### src/rtl/sram_cache_pkg.sv
// rtl/sram_cache_pkg.sv - shared states, geometry defaults and address mapping for sram_cache_ctrl
package sram_cache_pkg;

  typedef enum logic [1:0] {
    IDLE    = 2'd0,
    RD_MISS = 2'd1,
    WR      = 2'd2,
    RELEASE = 2'd3
  } state_e;

  localparam int unsigned BASE_ADDR_DEF = 1024;
  localparam int unsigned LINES_DEF     = 64;
  localparam int unsigned WORD_AW       = 17;
  localparam int unsigned IDX_W_DEF     = $clog2(LINES_DEF);
  localparam int unsigned TAG_W_DEF     = WORD_AW - IDX_W_DEF;

  // Word index into data memory; bits above the SRAM reach are dropped.
  function automatic logic [WORD_AW-1:0] word_addr(input logic [31:0] byte_addr,
                                                   input logic [31:0] base);
    return WORD_AW'((byte_addr - base) >> 2);
  endfunction

endpackage

### src/rtl/sram_cache_array.sv
// rtl/sram_cache_array.sv - direct-mapped one-word lines: valid/tag/data registers
// Combinational lookup, clocked fill, every line invalidated on rst.
module sram_cache_array
  import sram_cache_pkg::*;
#(
  parameter int unsigned LINES = LINES_DEF,
  parameter int unsigned IDX_W = IDX_W_DEF,
  parameter int unsigned TAG_W = TAG_W_DEF
) (
  input  logic             clk,
  input  logic             rst,
  input  logic [IDX_W-1:0] rd_idx,
  output logic             rd_valid,
  output logic [TAG_W-1:0] rd_tag,
  output logic [31:0]      rd_data,
  input  logic             wr_en,
  input  logic [IDX_W-1:0] wr_idx,
  input  logic [TAG_W-1:0] wr_tag,
  input  logic [31:0]      wr_data
);

  logic [LINES-1:0] valid_q, valid_d;
  logic [TAG_W-1:0] tag_q  [LINES];
  logic [TAG_W-1:0] tag_d  [LINES];
  logic [31:0]      data_q [LINES];
  logic [31:0]      data_d [LINES];

  assign rd_valid = valid_q[rd_idx];
  assign rd_tag   = tag_q[rd_idx];
  assign rd_data  = data_q[rd_idx];

  always_comb begin
    valid_d = valid_q;
    tag_d   = tag_q;
    data_d  = data_q;
    if (wr_en) begin
      valid_d[wr_idx] = 1'b1;
      tag_d[wr_idx]   = wr_tag;
      data_d[wr_idx]  = wr_data;
    end
  end

  always_ff @(posedge clk or posedge rst) begin
    if (rst) begin
      valid_q <= '0;
      tag_q   <= '{default: '0};
      data_q  <= '{default: '0};
    end else begin
      valid_q <= valid_d;
      tag_q   <= tag_d;
      data_q  <= data_d;
    end
  end

endmodule

### src/rtl/sram_cache_ctrl.sv
// rtl/sram_cache_ctrl.sv - MEM-stage requester with write-through word cache in front of the SRAM controller
// SRAM_CACHE_EN builds the cache; without it every load goes to the controller.
module sram_cache_ctrl
  import sram_cache_pkg::*;
#(
  parameter int unsigned BASE_ADDR = BASE_ADDR_DEF,
  parameter int unsigned LINES     = LINES_DEF
) (
  input  logic        clk,
  input  logic        rst,
  input  logic [31:0] MEM_address,
  input  logic [31:0] MEM_write_data,
  input  logic        MEM_R_EN,
  input  logic        MEM_W_EN,
  output logic [31:0] MEM_read_data,
  output logic        freeze,
  output logic [17:0] SRAM_address,
  output logic [31:0] SRAM_write_data,
  output logic        SRAM_re_en,
  output logic        SRAM_we_en,
  input  logic [31:0] SRAM_read_data,
  input  logic        ready
);

  localparam int unsigned IDX_W = $clog2(LINES);
  localparam int unsigned TAG_W = WORD_AW - IDX_W;

  state_e             state_q, state_d;
  logic [17:0]        addr_q, addr_d;
  logic [31:0]        wdata_q, wdata_d;
  logic [WORD_AW-1:0] w;
  logic               hit;
  logic [31:0]        line_data;
  logic               need_sram;

  assign w               = word_addr(MEM_address, 32'(BASE_ADDR));
  assign SRAM_address    = addr_q;
  assign SRAM_write_data = wdata_q;
  assign SRAM_re_en      = (state_q == RD_MISS);
  assign SRAM_we_en      = (state_q == WR);
  assign need_sram       = MEM_W_EN | (MEM_R_EN & ~hit);

`ifdef SRAM_CACHE_EN
  logic             line_valid;
  logic [TAG_W-1:0] line_tag;
  logic             fill_en;
  logic [31:0]      fill_data;

  // Fill from the latched request so the line matches what the controller saw.
  assign fill_en   = ready & (SRAM_re_en | SRAM_we_en);
  assign fill_data = SRAM_we_en ? wdata_q : SRAM_read_data;

  sram_cache_array #(
    .LINES (LINES),
    .IDX_W (IDX_W),
    .TAG_W (TAG_W)
  ) u_array (
    .clk      (clk),
    .rst      (rst),
    .rd_idx   (w[IDX_W-1:0]),
    .rd_valid (line_valid),
    .rd_tag   (line_tag),
    .rd_data  (line_data),
    .wr_en    (fill_en),
    .wr_idx   (addr_q[IDX_W:1]),
    .wr_tag   (addr_q[WORD_AW:IDX_W+1]),
    .wr_data  (fill_data)
  );

  assign hit = line_valid && (line_tag == w[WORD_AW-1:IDX_W]);
`else
  assign hit       = 1'b0;
  assign line_data = '0;
`endif

  always_comb begin
    state_d       = state_q;
    addr_d        = addr_q;
    wdata_d       = wdata_q;
    freeze        = 1'b0;
    MEM_read_data = '0;
    case (state_q)
      IDLE: begin
        if (need_sram) begin
          freeze = 1'b1;
          addr_d = {w, 1'b0};
          if (MEM_W_EN) begin
            wdata_d = MEM_write_data;
            state_d = WR;
          end else begin
            state_d = RD_MISS;
          end
        end else if (MEM_R_EN) begin
          MEM_read_data = line_data;
        end
      end
      RD_MISS: begin
        if (ready) begin
          MEM_read_data = SRAM_read_data;
          state_d       = RELEASE;
        end else begin
          freeze = 1'b1;
        end
      end
      WR: begin
        if (ready) state_d = RELEASE;
        else       freeze  = 1'b1;
      end
      RELEASE: begin
        // One cycle with both enables low lets the controller rewind its phase.
        state_d = IDLE;
        if (need_sram)     freeze        = 1'b1;
        else if (MEM_R_EN) MEM_read_data = line_data;
      end
      default: state_d = IDLE;
    endcase
  end

  always_ff @(posedge clk or posedge rst) begin
    if (rst) begin
      state_q <= IDLE;
      addr_q  <= '0;
      wdata_q <= '0;
    end else begin
      state_q <= state_d;
      addr_q  <= addr_d;
      wdata_q <= wdata_d;
    end
  end

endmodule

### config.mk
export PLATFORM = sky130hd
export DESIGN_NAME = sram_cache_ctrl
export DESIGN_NICKNAME = d
export VERILOG_FILES = /design/src/rtl/sram_cache_pkg.sv /design/src/rtl/sram_cache_array.sv /design/src/rtl/sram_cache_ctrl.sv
export SDC_FILE = /design/constraint.sdc
export NUM_CORES = 1
export LEC_CHECK = 0
export BUFFER_PORTS_ARGS = -buffer_cell sky130_fd_sc_hd__buf_2
export CORE_MARGIN = 2
export CORE_UTILIZATION = 42
export DETAILED_ROUTE_END_ITERATION = 8
export PLACE_DENSITY = 0.84
export SYNTH_ARGS = -nofsm -noshare
export SYNTH_HDL_FRONTEND = slang
export SYNTH_SLANG_ARGS = --single-unit
export TNS_END_PERCENT = 30
### constraint.sdc
create_clock -name clk -period 3.25 [get_ports clk]
set_input_delay 0.975 -clock clk [delete_from_list [all_inputs] [get_ports clk]]
set_output_delay 0.975 -clock clk [all_outputs]
set_load 0.005 [all_outputs]
==> results.tsv <==
stage	metric	value	unit
clock_tree	cts_tree	yes	
worst_setup_path	start_kind	register	
clock_tree	numCtsBuffers	5	
finish	diodes	0	
place	place_congestion	0.769	
floorplan	die_w	78.7	µm
timing	rsz0062_at_grt	false	
timing	period_minus_slack	2.84	ns
floorplan	coreArea	5440	µm²
timing	setup_viol	0	
drt	wl	5.65	mm
timing	slew_headroom	0.494	
finish	syn2layout_area_growth	43.1	%
worst_setup_path	crit_arrival	1.86	ns
synthesis	yosys.cell_types.count	28	
synthesis	netlist_instances	210	
grt	grt_max_degree	35	
power	p_per_area	796	nW/µm²
synthesis	avgSynthCellArea	11.2	µm²
timing	period_share	0.873	
place	io_buffers	169	
worst_hold_path	min_path_cells	2	
drt	vias	2100	
finish	nets	483	
worst_setup_path	crit_fanout	33	
status	status	completed	
drt	routedWlPerCell	12.6	µm
timing	fin_skew	0.00577	ns
drt	ant_nets	0	
timing	worstMarginPinSlew	0.758	ns
worst_setup_path	worstPathRequired	2.27	ns
timing	layout_setup_ws	0.413	ns
drt	drtIter0Drc	42	
worst_setup_path	crit_path_end_kind	output port	
clock_tree	cts_resized	0	
grt	grt_pass1_vias	1939	
synthesis	muxShareOfSynthArea	0.166	
floorplan	die_h	78.7	µm
clock_tree	cts_htree_levels	2	
floorplan	rows	27	
synthesis	synth_nets	316	
clock_tree	clkTransAtPathRegs	0.09	ns
synthesis	synthesis.area	2340	µm²
synthesis	synth_top_family_by_area	simple AND/OR/NAND/NOR gates	
drt	drc	0	
synthesis	ys_ff_latch	51	
synthesis	synth_xor_area_frac	0.00747	
clock_tree	cts_hold_buf	0	
floorplan	initial_utilization	0.431	
synthesis	synth_compound_area_frac	0.0443	
place	dp_hpwl	4.40	mm
clock_tree	post_cts_buffers	0	
clock_tree	cts-root-buf	clkbuf_8	
synthesis	synthAdderAreaFrac	0.0267	
clock_tree	insertion_delay	0.29	ns
finish	fill_cells	469	
synthesis	yosys_warnings	0	
timing	maxSlewViolCount	0	
floorplan	ios	186	
finish	drive_gt1_frac	0.571	
floorplan	dieArea	6200	µm²
grt	grt_overflow_total	0	
flow_run	cap_viol_max_count	0	
worst_setup_path	path_class	reg2out	
clock_tree	clock_sinks	51	
worst_setup_path	rr_worst_depth	5	
power	leakage	1.94	nW
finish	final_util	0.617	
clock_tree	clockBufferDepth	2	
drt	drtPass1Iterations	4	
synthesis	synth-seq-area-share	0.544	
drt	via_per_inst	4.67	
timing	final_hold_viol_count	0	
power	ir_worst_vdd	0.000429	V
synthesis	synth-simple-area-share	0.179	
place	place_ws	0.634	ns
timing	fin_tns_setup	0	ns
timing	timing.fmax	353	MHz
grt	antenna_found_initial	0	
grt	grt_use_total	0.173	
worst_hold_path	hold_class	reg2reg	
grt	grt_pass1_wl	8.57	mm
logic make-up (layout without fill, tap and decap cells):
kind of cell	after synthesis	in the layout
flops	51	51
other cells	1	1
fa+ha+maj	5	5
simple gates	80	80
mux	35	35
xor+xnor	2	2
compound gates	18	18
buf+inv	18	186
flip-flops by register name, summed over array words and instances (netlist names):
signal	count
state_q	2
SRAM_address	17
SRAM_write_data	32
layout make-up:
class	count	area (µm²)	area share
sequential	51	1280	0.380
multi-input combinational	141	997	0.297
clock inverter	2	13.8	0.00410
inverter	5	18.8	0.00559
clock buffer	6	82.6	0.0246
tap	72	90.1	0.0269
timing repair buffer	173	876	0.261
stage by stage:
stage	instance area [µm²]	cells	power [W]	hold slack [ns]
after floorplan	2340	210	0.00177	0.470
after global placement	3260	442	0.00226	0.455
after detailed placement	3260	442	0.00232	0.457
after CTS	3350	450	0.00271	0.482
after global routing	3350	450	0.00289	0.510
final	3350	450	0.00267	0.474
worst paths after layout:
| kind | endpoint | startpoint | slack, ns |
|---|---|---|---|
| max | MEM_read_data[18] | state_q[1] | 0.41 |
| min | SRAM_address[7] | SRAM_address[7] | 0.47 |
| max reg2reg | SRAM_write_data[25] | state_q[0] | 1.63 |
| min reg2reg | SRAM_address[7] | SRAM_address[7] | 0.47 |
| max in group asynchronous | SRAM_write_data[11] | rst | 2.15 |
| min in group asynchronous | SRAM_write_data[27] | rst | 0.55 |
synth_stat cells:
cell       n  area share
dfrtp_1   51        0.54
and3_1    32       0.085
mux2_2    32        0.15
nand2_1   30       0.048
clkbuf_1   8       0.013
o21ai_0    7       0.015
nor2_1     6      0.0096
a31oi_1    5       0.013
ha_1       5       0.027
inv_1      5      0.0080
buf_1      4      0.0064
mux2i_1    3       0.013
or3_1      3      0.0080
a21oi_1    2      0.0043
nand2b_1   2      0.0053
o31ai_1    2      0.0064
or4_1      2      0.0064
buf_4      1      0.0032
conb_1     1      0.0016
nor2b_1    1      0.0027
nor3_1     1      0.0021
nor3b_1    1      0.0032
o21a_1     1      0.0032
o21ai_1    1      0.0021
or3_2      1      0.0032
or4_4      1      0.0048
xnor2_1    1      0.0037
xor2_1     1      0.0037
power breakdown:
| part | internal (W) | switching (W) | leakage (nW) |
|---|---|---|---|
| Sequential | 0.000956 | 0.000145 | 0.606 |
| Combinational | 0.000641 | 0.000546 | 1.29 |
| Clock | 0.000174 | 0.000207 | 0.0516 |
| Total | 0.00177 | 0.000898 | 1.94 |
per-layer routing:
| metal | GRT usage | wire length (µm) | vias to the layer above |
|---|---|---|---|
| li1 | - | - | 1057 |
| met1 | 0.200 | 2250 | 940 |
| met2 | 0.316 | 2840 | 96 |
| met3 | 0.0432 | 494 | 7 |
| met4 | 0.0526 | 68 | 0 |
| met5 | 0 | 0 | - |
placed cells by master (no fill, tap or decap), types with 3 or more instances in the layout:
master / instances
mux2_2: 32
nand2_1: 30
a31oi_1: 5
clkbuf_8: 6
buf_4: 4
or3_1: 3
nor2_1: 6
mux2i_1: 3
dfrtp_1: 51
o21ai_0: 7
buf_2: 169
ha_1: 5
and3_1: 32
inv_1: 4
worst max-delay path, cell delays in order (launching register included):
cell and delay, ns:
dfrtp_1 0.39, inv_1 0.12, ha_1 0.67, and3_1 0.27, buf_2 0.11
Note: power is estimated with default switching activity, not from simulation.
